[src/rtl/bf16_result_buffer.sv]
// Result FIFO behind the bf16 adder: classifies each accepted result, queues it, and keeps sticky status.
// Optional macro BF16_RESULT_BUFFER_CANON_NAN_EN stores every pushed NaN as canonical quiet NaN 16'h7FC0.
module bf16_result_buffer #(
  parameter int DEPTH   = 4,
  parameter int COUNT_W = 8
) (
  input  logic                     clk,
  input  logic                     rst,
  input  logic                     in_valid,
  output logic                     in_ready,
  input  logic [15:0]              in_res,
  input  logic                     in_ovf,
  output logic                     out_valid,
  input  logic                     out_ready,
  output logic [15:0]              out_res,
  output logic                     out_ovf,
  output logic [2:0]               out_class,
  output logic [$clog2(DEPTH):0]   level,
  output logic [COUNT_W-1:0]       ovf_count,
  output logic                     sticky_nan,
  output logic                     sticky_ovf,
  input  logic                     clr_status
);

  localparam int AW = $clog2(DEPTH);
  localparam int LW = AW + 1;

  localparam logic [LW-1:0]      FULL_LEVEL = LW'(DEPTH);
  localparam logic [COUNT_W-1:0] COUNT_MAX  = '1;

  localparam logic [2:0] CLS_ZERO = 3'd0;
  localparam logic [2:0] CLS_SUB  = 3'd1;
  localparam logic [2:0] CLS_NORM = 3'd2;
  localparam logic [2:0] CLS_INF  = 3'd3;
  localparam logic [2:0] CLS_NAN  = 3'd4;

  logic [15:0]   mem_res [DEPTH];
  logic          mem_ovf [DEPTH];
  logic [2:0]    mem_cls [DEPTH];

  logic [AW-1:0] wr_ptr;
  logic [AW-1:0] rd_ptr;

  logic          full;
  logic          empty;
  logic          push;
  logic          pop;
  logic [2:0]    in_class;
  logic [15:0]   store_res;

  function automatic logic [2:0] classify(input logic [15:0] v);
    logic [7:0] e;
    logic [6:0] m;
    e = v[14:7];
    m = v[6:0];
    if (e == 8'h00)      return (m == 7'd0) ? CLS_ZERO : CLS_SUB;
    else if (e == 8'hFF) return (m == 7'd0) ? CLS_INF  : CLS_NAN;
    else                 return CLS_NORM;
  endfunction

  assign full      = (level == FULL_LEVEL);
  assign empty     = (level == '0);
  assign in_ready  = !full;
  assign out_valid = !empty;
  assign push      = in_valid && in_ready;
  assign pop       = out_valid && out_ready;
  assign in_class  = classify(in_res);

`ifdef BF16_RESULT_BUFFER_CANON_NAN_EN
  assign store_res = (in_class == CLS_NAN) ? 16'h7FC0 : in_res;
`else
  assign store_res = in_res;
`endif

  // Empty buffer reads as all-zero so the consumer never sees stale storage.
  assign out_res   = empty ? 16'h0000 : mem_res[rd_ptr];
  assign out_ovf   = empty ? 1'b0     : mem_ovf[rd_ptr];
  assign out_class = empty ? 3'd0     : mem_cls[rd_ptr];

  // NOTE: storage has no reset; contents are meaningless until the pointers
  // say otherwise, so resetting them would only cost reset routing.
  always_ff @(posedge clk) begin
    if (push) begin
      mem_res[wr_ptr] <= store_res;
      mem_ovf[wr_ptr] <= in_ovf;
      mem_cls[wr_ptr] <= in_class;
    end
  end

  // NOTE: non-blocking assignments only in clocked blocks, so every register
  // samples pre-edge values regardless of statement order.
  always_ff @(posedge clk) begin
    if (rst) begin
      wr_ptr <= '0;
      rd_ptr <= '0;
      level  <= '0;
    end else begin
      if (push) wr_ptr <= wr_ptr + AW'(1);
      if (pop)  rd_ptr <= rd_ptr + AW'(1);
      case ({push, pop})
        2'b10:   level <= level + LW'(1);
        2'b01:   level <= level - LW'(1);
        default: level <= level;
      endcase
    end
  end

  // A clear coinciding with a qualifying push still records that push.
  always_ff @(posedge clk) begin
    if (rst) begin
      ovf_count  <= '0;
      sticky_ovf <= 1'b0;
      sticky_nan <= 1'b0;
    end else begin
      if (clr_status) begin
        ovf_count  <= (push && in_ovf) ? COUNT_W'(1) : '0;
        sticky_ovf <= push && in_ovf;
        sticky_nan <= push && (in_class == CLS_NAN);
      end else begin
        if (push && in_ovf && (ovf_count != COUNT_MAX))
          ovf_count <= ovf_count + COUNT_W'(1);
        if (push && in_ovf)
          sticky_ovf <= 1'b1;
        if (push && (in_class == CLS_NAN))
          sticky_nan <= 1'b1;
      end
    end
  end

endmodule

[config.mk]
export PLATFORM = sky130hd
export DESIGN_NAME = bf16_result_buffer
export DESIGN_NICKNAME = d
export VERILOG_FILES = /design/src/rtl/bf16_result_buffer.sv
export SDC_FILE = /design/constraint.sdc
export NUM_CORES = 1
export LEC_CHECK = 0
export CELL_PAD_IN_SITES_DETAIL_PLACEMENT = 1
export CELL_PAD_IN_SITES_GLOBAL_PLACEMENT = 1
export CORE_ASPECT_RATIO = 0.7
export CORE_MARGIN = 2
export CORE_UTILIZATION = 45
export CTS_CLUSTER_SIZE = 20
export DETAILED_ROUTE_END_ITERATION = 7
export PLACE_DENSITY = 0.86
export RECOVER_POWER = 25
export SLEW_MARGIN = 0
export SYNTH_ARGS = -nofsm -noshare
export SYNTH_HDL_FRONTEND = slang
export SYNTH_SLANG_ARGS = --single-unit
export TNS_END_PERCENT = 10
[constraint.sdc]
create_clock -name clk -period 2.9 [get_ports clk]
set_input_delay 0.58 -clock clk [delete_from_list [all_inputs] [get_ports clk]]
set_output_delay 0.58 -clock clk [all_outputs]
set_load 0.05 [all_outputs]
==> results of run 1 <==
-- cells by family after synthesis --
family	after synthesis	synth area share [%]
AO/OA/AOI/OAI	24	4.06
XOR/XNOR	6	1.30
adder cells (fa/ha/maj)	7	2.36
buffers and inverters	17	1.83
flip-flops	99	69.0
multiplexers	20	11.2
AND/OR/NAND/NOR	72	10.3
-- worst register-to-register path: stages, from the launching register on --
cell	delay, ps
dfxtp_1	390
or3b_1	520
and2_1	280
inv_2	70
ha_1	180
inv_1	60
fa_1	370
xor2_1	160
or3_1	300
a21oi_1	130
-- state kept, by name, summed over array words and instances (netlist names), named ones only --
name,flops
sticky_nan,1
ovf_count,8
sticky_ovf,1
level,3
mem_ovf,4
mem_cls,12
wr_ptr,2
rd_ptr,2
mem_res,64
-- per-stage QoR --
step / cell area, µm² / hold WS (ps) / setup slack [ps] / utilization (%) / std cells
2_1_floorplan: 4030 / 469 / 201 / - / 245
5_1_grt: 5000 / 506 / 217 / 58.3 / 436
3_3_place_gp: 4700 / 462 / 297 / 54.8 / 419
4_1_cts: 5000 / 500 / 314 / 58.2 / 435
3_5_place_dp: 4700 / 487 / 224 / 54.8 / 419
6_report: 5000 / 495 / 321 / 58.3 / 436
-- cells in the final DEF, fill, tap and decap left out, types with 3 or more instances in the layout --
cell,count
clkbuf_16,9
nor2_1,12
dlygate4sd3_1,14
edfxtp_1,80
and3_1,5
and2_1,23
buf_4,27
o31ai_1,3
mux4_2,20
inv_1,7
a21oi_1,9
xnor2_1,3
ha_1,6
dfxtp_1,19
clkdlybuf4s50_1,22
nand3_1,5
xor2_1,3
nand2_1,7
nor4_1,3
-- per-layer routing --
| layer | part of all wire (%) | GRT usage (%) | vias up |
|---|---|---|---|
| met5 | 0 | 0 | - |
| met4 | 0.79 | 4.92 | 0 |
| met3 | 4.3 | 5.62 | 9 |
| met2 | 51 | 31.5 | 55 |
| met1 | 44 | 23.9 | 1208 |
| li1 | - | - | 1082 |
-- final cells by class --
class | instances | area (µm²) | share of cell area (%)
timing repair buffer | 63 | 563 | 11.3
multi-input combinational | 129 | 1180 | 23.5
antenna | 1 | 2.50 | 0.0501
clock buffer | 11 | 233 | 4.65
tap | 120 | 150 | 3.00
sequential | 99 | 2780 | 55.7
clock inverter | 5 | 61.3 | 1.23
inverter | 8 | 30.0 | 0.601
-- how the worst min path moves through the flow --
stage | depth (start not counted) | to | from
finish | 1 | ovf_count[7]$_SDFFE_PP0P_ | ovf_count[7]$_SDFFE_PP0P_
global route | 2 | sticky_ovf$_SDFFE_PP0P_ | sticky_ovf$_SDFFE_PP0P_
CTS | 2 | sticky_ovf$_SDFFE_PP0P_ | sticky_ovf$_SDFFE_PP0P_
detailed placement | 2 | sticky_ovf$_SDFFE_PP0P_ | sticky_ovf$_SDFFE_PP0P_
global placement | 2 | sticky_ovf$_SDFFE_PP0P_ | sticky_ovf$_SDFFE_PP0P_
floorplan | 2 | wr_ptr[1]$_SDFFE_PP0P_ | wr_ptr[1]$_SDFFE_PP0P_
-- power groups by stage --
stage | Sequential (mW) | Combinational, mW | Clock (mW)
after floorplan | 1.84 | 1.35 | 0
final | 1.76 | 2.00 | 1.18
after detailed placement | 1.79 | 2.03 | 0
after CTS | 1.76 | 2.03 | 1.21
after global routing | 1.77 | 2.13 | 1.25
after global placement | 1.77 | 1.98 | 0
==> impl_metrics.tcl, run 1 <==
set metrics [dict create \
    outcome "complete, no violations" \
    core_area_um2 8580 \
    path_buf_inv 1 \
    crit_slowest_cell "clkdlybuf4s50_1" \
    num_vias 2354 \
    synth_nets 274 \
    dpl.hpwl_um 5870 \
    p_leak_nw 1.71 \
    seq_power_share_pct 35.6 \
    synth_cells 245 \
    die_h_um 83.2 \
    postCtsSetupBuffers 0 \
    rrSetupSlack_ps 370 \
    cts_buffers 9 \
    final.min_clock_period_ps 2580 \
    crit_type "reg2out" \
    synth-main-ff-cell "edfxtp_1" \
    wl_per_cell_um 20.1 \
    hp-class "reg2reg" \
    setup_viol_count_final 0 \
    path_cells "or3b_1, clkdlybuf4s50_1" \
    path_depth 2 \
    reg2reg_from "level[2]$_SDFFE_PP0P_" \
    drt_iter0_markers 130 \
    async_reset_ff_share_pct 0 \
    area_growth_pct 23.9 \
    avgSynthCellArea_um2 16.5 \
    port_buffers 56 \
    grt.total_usage_pct 18.8 \
    pwr_density_cell_nw_per_um2 988 \
    synth_edf_count 80 \
    dr.pass1.iters 4 \
    synth_cell_types 39 \
    synthTopCellsByArea "edfxtp_1, mux4_2, dfxtp_1" \
    max-slew-margin-rel_pct 45.1 \
    gp_congestion 0.795 \
    crit_end "in_ready" \
    dieWidth_um 117 \
    final_max_slew_viol_count 0 \
    regToRegEndpoint "level[2]$_SDFFE_PP0P_" \
    drive_gt1_share_pct 21.0 \
    synth_warnings 0 \
    p_sw_mw 1.88 \
    final_nets 339 \
    n_fill_cell 806 \
    end_kind "output port" \
    reg2reg_depth 9 \
    critPathRequiredTime_ps 2320 \
    worst_slew_pin_slew_ps 818 \
    clk_latency_ps 340 \
    synth_top_area_share_pct 59.6 \
    ys_ff_latch 99 \
    clkPwrFrac_pct 23.9 \
    grt_remaining_overflow 0 \
    final_hold_viol_count 0 \
    antenna_found_initial 1 \
    slowest_delay_ps 760 \
    crit_path_start "level[2]$_SDFFE_PP0P_" \
    cts_hold_buffers 0 \
    drc_errors 0 \
    cts-root-buf "clkbuf_16" \
    die_area_um2 9750 \
    clock_skew_ps 3.95 \
    cpLargestDelayFamily "buffers and inverters" \
    seq_area_frac_synth_pct 69.0 \
    initial_utilization_pct 47.0 \
    yosysTopAreaCell "edfxtp_1" \
    clk_pin_slew_worst_paths_ps 60 \
    ant_nets 0 \
    grt_max_degree 22 \
    rows 28 \
    fmax_mhz 388 \
    max-cap-violations 0 \
    cts_tree "yes" \
    cts_resized 0 \
    cts_buffer_depth 2 \
    clkSinkCount 99 \
    pwr-share-comb_pct 40.5 \
    grt_pass1_wl_um 13500 \
    setup_tns_ps 0 \
    synth_common_cells "edfxtp_1, and2_1, mux4_2" \
    syn_area_um2 4030 \
    fin_crit_sh_pct 88.9 \
    postRouteWirelength_um 8740 \
    arrival_ps 2000 \
    grt_pass1_vias 2589 \
    yosysMostFrequentCell "edfxtp_1" \
    viasPerCell 5.40 \
    sw_frac_of_total_pct 38.0 \
    crit_path_max_fanout 9 \
    design_power_total_mw 4.94 \
    worst_setup_path_start_kind "flop" \
    ioPinCount 57 \
    htree_levels 3 \
    peakVddDrop_mv 0.486 \
    intPower_mw 3.06 \
    rsz0062_at_grt "no" \
]
(Power assumes the default switching activity.)
==> run 2: changes to the inputs <==
--- a/config.mk
+++ b/config.mk
@@ -10,10 +10,11 @@
 export CORE_ASPECT_RATIO = 0.7
 export CORE_MARGIN = 2
 export CORE_UTILIZATION = 45
-export CTS_CLUSTER_SIZE = 20
+export CTS_CLUSTER_SIZE = 24
 export DETAILED_ROUTE_END_ITERATION = 7
 export PLACE_DENSITY = 0.86
 export RECOVER_POWER = 25
+export SKIP_LAST_GASP = 1
 export SLEW_MARGIN = 0
 export SYNTH_ARGS = -nofsm -noshare
 export SYNTH_HDL_FRONTEND = slang
==> results of run 2 <==
Same layout as run 1: the final DEF is identical, and so are final timing and power.
==> run 3: changes to the inputs <==
--- a/config.mk
+++ b/config.mk
@@ -12,8 +12,10 @@
 export CORE_UTILIZATION = 45
 export CTS_CLUSTER_SIZE = 24
 export DETAILED_ROUTE_END_ITERATION = 7
+export GPL_ROUTABILITY_DRIVEN = 0
 export PLACE_DENSITY = 0.86
 export RECOVER_POWER = 25
+export SKIP_CTS_REPAIR_TIMING = 1
 export SKIP_LAST_GASP = 1
 export SLEW_MARGIN = 0
 export SYNTH_ARGS = -nofsm -noshare
==> results of run 3 <==
Same layout as run 1: the final DEF is identical, and so are final timing and power.
